### src/rtl/common_pkg.sv
// Shared types and constants for the common_module gate-conditioning blocks.
package common_pkg;

  typedef enum logic {
    STABLE = 1'b0,
    VERIFY = 1'b1
  } dbc_state_e;

  localparam int GLITCH_W_DEF = 8;

  // Width needed to hold a counter that reaches n.
  function automatic int cnt_width(input int n);
    return $clog2(n + 1);
  endfunction

endpackage

### src/rtl/sync_chain.sv
// Plain shift-register synchroniser; q is the last stage, no logic between stages.
module sync_chain #(
  parameter int   STAGES    = 2,
  parameter logic RESET_VAL = 1'b0
) (
  input  logic clk,
  input  logic rst_n,
  input  logic d,
  output logic q
);

  logic [STAGES-1:0] sr;

  always_ff @(posedge clk or negedge rst_n) begin
    if (!rst_n) sr <= {STAGES{RESET_VAL}};
    else        sr <= {sr[STAGES-2:0], d};
  end

  assign q = sr[STAGES-1];

endmodule

### src/rtl/input_conditioner.sv
// Synchronises and debounces one external control bit; emits level, edge strobes and a glitch count.
module input_conditioner
  import common_pkg::*;
#(
  parameter int   SYNC_STAGES     = 2,
  parameter int   DEBOUNCE_CYCLES = 4,
  parameter logic RESET_VAL       = 1'b0,
  parameter int   GLITCH_W        = GLITCH_W_DEF
) (
  input  logic                clk,
  input  logic                rst_n,
  input  logic                din,
  input  logic                en,
  input  logic                glitch_clr,
  output logic                level,
  output logic                rise,
  output logic                fall,
  output logic [GLITCH_W-1:0] glitch_count
);

  localparam int                CNT_W      = cnt_width(DEBOUNCE_CYCLES);
  localparam logic [CNT_W-1:0]  CNT_LAST   = CNT_W'(DEBOUNCE_CYCLES - 1);
  localparam logic [GLITCH_W-1:0] GLITCH_MAX = '1;

  logic                sq;
  dbc_state_e          state, state_nxt;
  logic [CNT_W-1:0]    cnt, cnt_nxt;
  logic                level_nxt, rise_nxt, fall_nxt;
  logic [GLITCH_W-1:0] glitch_nxt;
  logic                flip, abort;

  sync_chain #(
    .STAGES    (SYNC_STAGES),
    .RESET_VAL (RESET_VAL)
  ) u_sync (
    .clk   (clk),
    .rst_n (rst_n),
    .d     (din),
    .q     (sq)
  );

  always_ff @(posedge clk or negedge rst_n) begin
    if (!rst_n) begin
      state        <= STABLE;
      cnt          <= '0;
      level        <= RESET_VAL;
      rise         <= 1'b0;
      fall         <= 1'b0;
      glitch_count <= '0;
    end else begin
      state        <= state_nxt;
      cnt          <= cnt_nxt;
      level        <= level_nxt;
      rise         <= rise_nxt;
      fall         <= fall_nxt;
      glitch_count <= glitch_nxt;
    end
  end

  always_comb begin
    state_nxt  = state;
    cnt_nxt    = cnt;
    flip       = 1'b0;
    abort      = 1'b0;
    level_nxt  = level;
    rise_nxt   = 1'b0;
    fall_nxt   = 1'b0;
    glitch_nxt = glitch_count;

    // Dropping en abandons any verification silently; it is not a glitch.
    if (!en) begin
      state_nxt = STABLE;
      cnt_nxt   = '0;
    end else begin
      case (state)
        STABLE: begin
          if (sq != level) begin
            if (DEBOUNCE_CYCLES == 1) begin
              flip = 1'b1;
            end else begin
              state_nxt = VERIFY;
              cnt_nxt   = CNT_W'(1);
            end
          end
        end
        VERIFY: begin
          if (sq == level) begin
            abort     = 1'b1;
            state_nxt = STABLE;
            cnt_nxt   = '0;
          end else if (cnt >= CNT_LAST) begin
            flip      = 1'b1;
            state_nxt = STABLE;
            cnt_nxt   = '0;
          end else begin
            cnt_nxt = cnt + 1'b1;
          end
        end
        default: begin
          state_nxt = STABLE;
          cnt_nxt   = '0;
        end
      endcase
    end

    if (flip) begin
      level_nxt = sq;
      rise_nxt  = sq;
      fall_nxt  = ~sq;
    end

    // Clear takes priority over a coincident abort.
    if (glitch_clr)
      glitch_nxt = '0;
    else if (abort && (glitch_count != GLITCH_MAX))
      glitch_nxt = glitch_count + 1'b1;
  end

endmodule

### config.mk
export PLATFORM = sky130hd
export DESIGN_NAME = input_conditioner
export DESIGN_NICKNAME = d
export VERILOG_FILES = /design/src/rtl/common_pkg.sv /design/src/rtl/sync_chain.sv /design/src/rtl/input_conditioner.sv
export SDC_FILE = /design/constraint.sdc
export NUM_CORES = 1
export LEC_CHECK = 0
export ABC_CLOCK_PERIOD_IN_PS = 1900
export BUFFER_PORTS_ARGS = -buffer_cell sky130_fd_sc_hd__buf_2
export CAP_MARGIN = 20
export CORE_AREA = 2 2 43 49
export CTS_CLUSTER_SIZE = 16
export DETAILED_ROUTE_END_ITERATION = 16
export DIE_AREA = 0 0 45 51
export HOLD_SLACK_MARGIN = 0.06
export PLACE_DENSITY = 0.67
export SYNTH_ARGS = -nofsm -noshare
export SYNTH_HDL_FRONTEND = slang
export SYNTH_SLANG_ARGS = --single-unit
### constraint.sdc
create_clock -name clk -period 1.9 [get_ports clk]
set_input_delay 0.38 -clock clk [delete_from_list [all_inputs] [get_ports clk]]
set_output_delay 0.38 -clock clk [all_outputs]
set_load 0.05 [all_outputs]
# Word-level counts from Yosys, hierarchy flattened

Cells that the tools add are included.
W data, S select, Z words.

Add/sub/neg operators: 2
Multiply operators: 0
Divide/modulo/power cells: 0
Order comparisons: 1
Equality and inequality tests: 4
Shift-type cells: 0
Mux-type cells: 21
Bitwise logic cells: 2
Reduce and logical (&&, ||, !) cells: 2

Operators with widths:

| cell                  | count |
|---|---|
| $mux W8               | 2 |
| $mux W1               | 13 |
| $mux W3               | 4 |
| $add A8 B1 Y8 const B | 1 |
| $ne A8 B8 Y1 const B  | 1 |
| $pmux W3 S2           | 1 |
| $add A3 B1 Y3 const B | 1 |
| $ge A3 B2 Y1 const B  | 1 |
| $ne A3 B3 Y1 const B  | 1 |
| $not A1 Y1            | 2 |
| $pmux W1 S2           | 1 |
| $reduce_bool A2 Y1    | 1 |
| $eq A1 B1 Y1          | 1 |
| $logic_and A1 B1 Y1   | 1 |
| $ne A1 B1 Y1          | 1 |

Bits in registers: 17
Bits in latches: 0
Bits in writable memories: 0
ROM bits: 0
Input port bits: 5
Word-level logic and storage cells: 39
Memories: 0

# Logic depth before layout (Yosys ltp)

Gate-level depths: netlist (run 1).

Depth after elaboration: 7
Mapped depth: 6
Gate-level depth less buffers: 6

# Modules after synthesis

A second synthesis (run 1) with hierarchy kept.

Cell total of the unflattened synthesis: 80
Area total of the unflattened synthesis: 830.8 um2

Modules (own cells, without submodules):

| module            | instances | cells an instance | area each (um2) | seq. area each (um2) |
|---|---|---|---|---|
| input_conditioner | 1         | 78                | 780.7           | 375.4 |
| sync_chain        | 1         | 2                 | 50.0            | 50.0 |

# Worst setup path after synthesis (run 1)

Ideal clock, no wire load.

Path kind: register -> register
Start point: register glitch_count[0]
End point: register glitch_count[2]
Setup time: 0.078 ns
Arrival: 1.729 ns
Slack: 0.093 ns
Stages on the path, launching flop included: 7
Path buffers: 1
Cells stage by stage: dfrtp_1 > ha_1 > nand3_1 > o2111ai_2 > buf_6 > or3_1 > a21oi_1

Longest elaborated chain between the ends: 3

RTL lines:

| item                                                  | RTL line                                           | source |
|---|---|---|
| start: declaration                                    | input_conditioner.sv:18                            | `output logic [GLITCH_W-1:0] glitch_count` |
| start signal: assignment                              | input_conditioner.sv:56                            | `glitch_count <= glitch_nxt;` |
| $add A8 B1 Y8 / $ne A8 B8 Y1 (equally long branches)  | input_conditioner.sv:116, input_conditioner.sv:115 |  |
| $mux W8 / $logic_and A1 B1 Y1 (equally long branches) | input_conditioner.sv:115                           | `else if (abort && (glitch_count != GLITCH_MAX))` |
| $mux W8 / $reduce_bool A2 Y1 (equally long branches)  | n/a                                                |  |

Parallel ways exist; a longest one is shown, timed or not. The select of a mux whose other input is x is not followed.
A chain may end at the register's enable or synchronous reset.

# Worst setup path after layout (run 1)

Start point: register glitch_count[0]
End point: register glitch_count[5]

Same word-level chain as after synthesis.

==> results by group, run 1 <==
Critical path
  • Cell Chain, Critical Path: ha_1, nand3_1, o2111ai_2, or4_1, a21oi_1
  • CP max stage delay: 470 ps
  • CP Buf/Inv Count: 0
  • R2R setup slack: 190 ps
  • Critical path arrival: 1940 ps
  • Setup CP Type: flip-flop to flip-flop
  • Slowest stage cell, crit path: or4_1
  • CP Launch Type: flip-flop
  • FF-to-FF Start: glitch_count[0]
  • Worst EP required: 2120 ps
  • Crit Path Max Fanout: 12
  • End of the worst register-to-register path: glitch_count[5]
  • CP delay by family, top: simple AND/OR/NAND/NOR gates
  • Crit end category: flip-flop
  • R2R depth: 5

Timing
  • WHS: 190 ps
  • Worst-Margin Slew: 437 ps
  • Final Hold Vio Count: 0
  • RSZ-0062 raised after global routing: no
  • Fmax: 583 MHz
  • Tmin final: 1710 ps
  • Post-route clock period utilization: 0.903
  • Final setup fails: 0
  • Final Skew: 7.28 ps
  • Max_slew headroom: 0.708
  • Total Neg Setup Slack: 0 ps
  • Final Max Tran Viols: 0

Global route
  • Initial antenna violation count: 0
  • Gr ovfl total: 0
  • First-pass GRT wire length: 2.63 mm
  • Met2 GRT Util: 0.236
  • Total GRT Usage: 0.155
  • Vias in the first global route: 611
  • Pin count of the biggest net entering global routing: 18
  • Met1 Use GR: 0.209
  • GR met3 Demand/Resource: 0.0212
  • Most used routing layer: met2

Detailed routing
  • Routed WL: 1.42 mm
  • Vias after detailed routing: 633
  • Drt wl/cell: 12.5 microns
  • Starting DRT DRC Count: 12
  • Drt drc: 0
  • TritonRoute pass-1 iters: 4
  • Vias per cell: 5.55
  • Routed Antenna Nets: 0

Run
  • Max cap viols: 0

Synth
  • Synth top area cells: dfrtp_1 (53%), a21oi_1 (4.9%), ha_1 (4.6%), nand3_1 (3.1%), or3_1 (3.1%)
  • Post-synthesis async set-or-reset flop share: 1.00
  • Syn nets: 83
  • Syn Std Cell Area: 810 sq um
  • Predominant post-synthesis flop cell: dfrtp_1
  • Area share of the largest cell type after synthesis: 0.526
  • Number of synthesized flops with an enable pin: 0
  • Mapped Cells: 75
  • Most numerous cell in the Yosys netlist: dfrtp_1
  • Post-synth top area cell: dfrtp_1
  • Mean Syn Cell Area: 10.8 sq um
  • #FFs+latches synth: 17
  • Commonest cells post-synth: dfrtp_1 (17), a21oi_1 (8), nand2_1 (5), nand3_1 (5)
  • Count of cell types in the netlist: 25
  • Yosys warning total: 0
  • Post-synthesis sequential area ratio: 0.526

Die
  • Die W: 45 microns
  • Row count: 17
  • Initial core utilization: 0.432
  • Die Ht: 51 microns
  • Ports: 16
  • Die area: 2300 sq um
  • Core Area: 1870 sq um

Placed design
  • Number of buffers added on ports: 15
  • DPL Wire Length: 1.04 mm
  • GP Congestion: 0.743

Power and ir drop
  • Peak supply drop: 0.463 mV
  • Pleak: 0.457 nW
  • PwrDens: 666 nW/um^2

Cells and area
  • Area grow syn2layout: 16.8%
  • Multi-input logic area: 358 sq um
  • Seq. cell area: 425 sq um
  • Layout cells sized above 1: 0.263
  • ANT cells: 0
  • Nets: 104
  • Fillcell total: 184

Clocking
  • H-tree depth: 1
  • CTS resizes: 0
  • Clock sinks: 17
  • Worst-Skew Late Latency: 290 ps
  • TritonCTS clock tree: yes
  • Clk root buf: clkbuf_4
  • Reg clk slew, reported paths: 100 ps
  • Num CTS Buffers: 3
  • CTS max path bufs: 2

Worst hold path
  • WHS Endpoint: u_sync.sr[0]
  • Hold Path Cell Cnt: 1
  • Min-Delay Path Class: input port to flip-flop
  • Hold_sp: din

Status
  • Status: finished, final reports clean
## timing repair
item / in CTS / in global routing
hold buffers: 1 / 0
setup buffers: 0 / 0
endpoints found under the hold margin: 17 / 0
endpoints found under the setup margin: 0 / 0
## placed cells by master (no fill, tap or decap)
cell	count
a21oi_1	8
nand3_1	5
mux2i_1	1
inv_1	3
buf_4	2
a21boi_0	1
nand2_1	5
dlygate4sd3_1	1
buf_2	15
nor2b_1	1
or3_1	4
nand4_1	2
a211oi_2	1
clkinv_2	1
mux2_1	1
clkbuf_4	3
or4_1	3
o21ai_0	4
nor4_1	1
nor2_1	4
dfrtp_1	17
xnor2_2	1
o31ai_1	3
ha_1	3
o2111ai_2	1
and3_2	1
xor2_1	2
a2bb2oi_1	1
## where the power goes
group / switching, mW / total, mW / internal (mW)
clock network: 0.114 / 0.192 / 0.0782
logic: 0.0370 / 0.0573 / 0.0204
registers: 0.0111 / 0.381 / 0.370
total: 0.162 / 0.630 / 0.468
## per-layer routing
layer | wire, microns | vias to the layer above
met3 | 48 | 2
met4 | 8 | 0
met2 | 685 | 10
met5 | 0 | -
met1 | 677 | 304
li1 | - | 317
## cells by family after synthesis
logic type                 count (synthesis)  share of synthesized area
adders and majority gates                  3                     0.0464
and+or+nand+nor                           26                      0.172
AOI/OAI and AO/OA                         19                      0.156
DFF                                       17                      0.526
buffers and inverters                      5                     0.0325
xor gates and xnor gates                   3                     0.0417
muxes                                      2                     0.0263
## final cells by class
class,count,share of cell area
well taps,19,0.0251
repair buffers,18,0.106
clock inverters,1,0.00529
multi-input cells,53,0.378
clock buffers,3,0.0238
inverters,3,0.0119
flip-flops and latches,17,0.450
## through the flow
step / cells / area (sq um) / setup WS (ps) / power, mW / util
5_1_grt: 114 / 946 / 44.1 / 0.663 / 0.505
2_1_floorplan: 75 / 810 / 93.1 / 0.423 / -
3_3_place_gp: 109 / 908 / 261 / 0.444 / 0.485
4_1_cts: 114 / 946 / 174 / 0.641 / 0.505
3_5_place_dp: 109 / 908 / 205 / 0.445 / 0.485
6_report: 114 / 946 / 185 / 0.630 / 0.505
## state kept, by name, summed over array words and instances, names as in the netlist
| register | flops |
|---|---|
| cnt | 3 |
| fall | 1 |
| glitch_count | 8 |
| level | 1 |
| rise | 1 |
| state | 1 |
| u_sync.sr | 2 |
## worst max-delay path by stage
stage / start / endpoint / cells after the start
floorplan: glitch_count[0] / glitch_count[2] / 6
global placement: glitch_count[0] / glitch_count[6] / 5
detailed placement: glitch_count[0] / glitch_count[7] / 5
CTS: glitch_count[0] / glitch_count[7] / 5
global route: glitch_count[0] / glitch_count[5] / 5
finish: glitch_count[0] / glitch_count[5] / 5
No activity file was read; power rests on OpenSTA's default activity.
==> run 2: changes to the inputs <==
CORE_AREA = 2 2 44 50   (was 2 2 43 49)
DIE_AREA = 0 0 46 52   (was 0 0 45 51)
PLACE_DENSITY = 0.66   (was 0.67)
SYNTH_HIERARCHICAL = 1   (was unset)
==> results by group, run 2 <==
Synth
  • Post-synthesis async set-or-reset flop share: 1.00 (unchanged)
  • Mapped Cells: 80 (+6.7%)
  • Predominant post-synthesis flop cell: dfrtp_1
  • Synth top area cells: dfrtp_1 (51%), or3_1 (5.3%), a21oi_1 (4.8%), ha_1 (4.5%), nand4_1 (2.3%)
  • Mean Syn Cell Area: 10.4 sq um (-3.8%)
  • Area share of the largest cell type after synthesis: 0.512 (-0.0135)
  • Syn Std Cell Area: 831 sq um (+2.6%)
  • Number of synthesized flops with an enable pin: 0 (unchanged)
  • #FFs+latches synth: 17 (unchanged)
  • Count of cell types in the netlist: 29 (+16%)
  • Post-synthesis sequential area ratio: 0.512 (-0.0135)
  • Syn nets: 88 (+6.0%)
  • Yosys warning total: 6 (+6)
  • Most numerous cell in the Yosys netlist: dfrtp_1
  • Post-synth top area cell: dfrtp_1
  • Commonest cells post-synth: dfrtp_1 (17), a21oi_1 (8), or3_1 (7)

Worst hold path
  • Min-Delay Path Class: input port to flip-flop
  • Hold Path Cell Cnt: 1 (unchanged)
  • Hold_sp: din
  • WHS Endpoint: u_sync/sr[0]

Global route
  • Total GRT Usage: 0.143 (-0.0129)
  • Initial antenna violation count: 0 (unchanged)
  • Vias in the first global route: 578 (-5.4%)
  • Gr ovfl total: 0 (unchanged)
  • Pin count of the biggest net entering global routing: 18 (unchanged)
  • First-pass GRT wire length: 2.50 mm (-4.7%)

Die
  • Core Area: 1910 sq um (+2.3%)
  • Die W: 46 microns (+2.2%)
  • Row count: 17 (unchanged)
  • Die Ht: 52 microns (+2.0%)
  • Initial core utilization: 0.434 (+0.00150)
  • Ports: 16 (unchanged)
  • Die area: 2390 sq um (+4.2%)

Clocking
  • TritonCTS clock tree: yes
  • Num CTS Buffers: 3 (unchanged)
  • Post-CTS Setup Inserts: 0 (unchanged)
  • Clock sinks: 17 (unchanged)
  • H-tree depth: 1 (unchanged)
  • CTS hold repair buffers: 1 (unchanged)
  • Reg clk slew, reported paths: 100 ps (about the same)
  • Worst-Skew Late Latency: 290 ps (about the same)
  • Clk root buf: clkbuf_4
  • CTS resizes: 0 (unchanged)
  • CTS max path bufs: 2 (unchanged)

Critical path
  • FF-to-FF Start: cnt[0]
  • R2R setup slack: 200 ps (about the same)
  • Critical path arrival: 1890 ps (-50 ps)
  • R2R depth: 5 (unchanged)
  • End of the worst register-to-register path: level
  • Setup CP Type: flip-flop to flip-flop
  • CP Launch Type: flip-flop
  • Crit Path Max Fanout: 4 (-8)
  • Worst EP required: 2090 ps (-30 ps)
  • Crit end category: flip-flop

Placed design
  • DPL Wire Length: 1.13 mm (+8.3%)
  • Placed Cells: 114 (+4.6%)
  • Number of buffers added on ports: 15 (unchanged)
  • GP Congestion: 0.774 (+4.3%)
  • Pre-CTS WS: 221 ps (+15.6 ps)
  • DP Area: 938 sq um (+3.3%)

Cells and area
  • Layout cells sized above 1: 0.250 (-0.0132)
  • ANT cells: 0 (unchanged)
  • Nets: 109 (+4.8%)
  • Design area: 978 sq um (+3.4%)
  • Most frequent cells in the layout: dfrtp_1 (15), buf_2 (15), a21oi_1 (8)
  • Fin cells: 119 (+4.4%)
  • Largest regs: glitch_count (8), cnt (3), u_sync/sr (2)
  • Area grow syn2layout: 17.8%
  • Max FFs per register: 8 (unchanged)
  • Largest Register: glitch_count

Detailed routing
  • Vias after detailed routing: 674 (+6.5%)
  • Vias per cell: 5.66 (+2.0%)
  • Starting DRT DRC Count: 15 (+3)
  • Drt wl/cell: 12.6 microns (+0.93%)
  • Routed Antenna Nets: 0 (unchanged)
  • Drt drc: 0 (unchanged)
  • TritonRoute pass-1 iters: 4 (unchanged)
  • Routed WL: 1.50 mm (+5.4%)

Timing
  • Final Skew: 1.96 ps (-5.32 ps)
  • Total Neg Setup Slack: 0 ps (unchanged)
  • Final Max Tran Viols: 0 (unchanged)
  • Setup WS post-layout: 199 ps (+14.3 ps)
  • Worst-Margin Slew: 363 ps (-74.1 ps)
  • Final Hold Vio Count: 0 (unchanged)
  • Post-route clock period utilization: 0.895 (-0.00754)
  • Max_slew headroom: 0.757 (+0.0486)
  • RSZ-0062 raised after global routing: no
  • Tmin final: 1700 ps (-14.3 ps)
  • Final setup fails: 0 (unchanged)
  • Fmax: 588 MHz (+0.84%)

Power and ir drop
  • PwrDens: 652 nW/um^2 (-2.0%)
  • Pleak: 0.465 nW (+1.9%)
  • Peak supply drop: 0.439 mV (-5.3%)

Run
  • Max cap viols: 0 (unchanged)

Status
  • Status: finished, final reports clean
==> run 2: cell types whose count changed after synthesis, sizes merged, moves of 2 or more <==
cell | before | now
nand3 | 5 | 3
nor3 | 0 | 2
a211o | 0 | 2
nor3b | 0 | 2
nand2 | 5 | 3
nand3b | 0 | 2
or3 | 4 | 7
or4 | 3 | 0
o31ai | 3 | 1
==> run 2: final cells by class <==
cell class	instances	area (sq um)
inverter	3	11.3
fill	185	936
clock buffer	3	22.5
clock inverter	1	7.51
sequential	17	428
tap	19	23.8
timing repair buffer	18	100
multi-input combinational	58	385
==> run 2: metrics by stage <==
step                      hold WS (ps)   util  total power [mW]
after global placement             323  0.490             0.444
after global routing               168  0.511             0.668
after CTS                          185  0.511             0.641
after detailed placement           317  0.490             0.445
after floorplan                   84.4      -             0.420
final                              188  0.511             0.638
==> run 2: critical path: stages, from the launching register on <==
cell     delay [ps]
dfrtp_1         420
ha_1            210
ha_1            190
a211o_1         300
nand3_1         140
mux2_2          340
==> run 2: how the worst max path moves through the flow <==
| stage | slack, ps | end | startpoint |
|---|---|---|---|
| after global placement | 250 | level | cnt[0] |
| after detailed placement | 220 | level | cnt[0] |
| after CTS | 200 | level | cnt[0] |
| after floorplan | 50 | glitch_count[7] | level |
| final | 200 | level | cnt[0] |
| after global routing | 120 | glitch_count[4] | glitch_count[0] |
==> run 2: power by group <==
group	leakage (nW)	internal [mW]	switching, mW
clock network	0.0139	0.0800	0.119
logic	0.225	0.0209	0.0374
registers	0.227	0.370	0.0110
==> run 2: kinds of logic (layout without fill, tap and decap cells) <==
family | Yosys count | count (layout) | synth area share
simple gates | 32 | 32 | 0.224
compound gates | 18 | 18 | 0.137
flops | 17 | 17 | 0.512
buf+inv | 5 | 25 | 0.0241
fa+ha+maj | 3 | 3 | 0.0452
xor+xnor | 3 | 3 | 0.0316
mux | 2 | 2 | 0.0256
==> run 2: per-layer routing <==
| metal | GRT usage | vias up | wire (microns) |
|---|---|---|---|
| met5 | 0 | - | 0 |
| met3 | 0.0208 | 2 | 98 |
| li1 | - | 340 | - |
| met2 | 0.204 | 23 | 656 |
| met1 | 0.212 | 309 | 724 |
| met4 | 0.0571 | 0 | 16 |
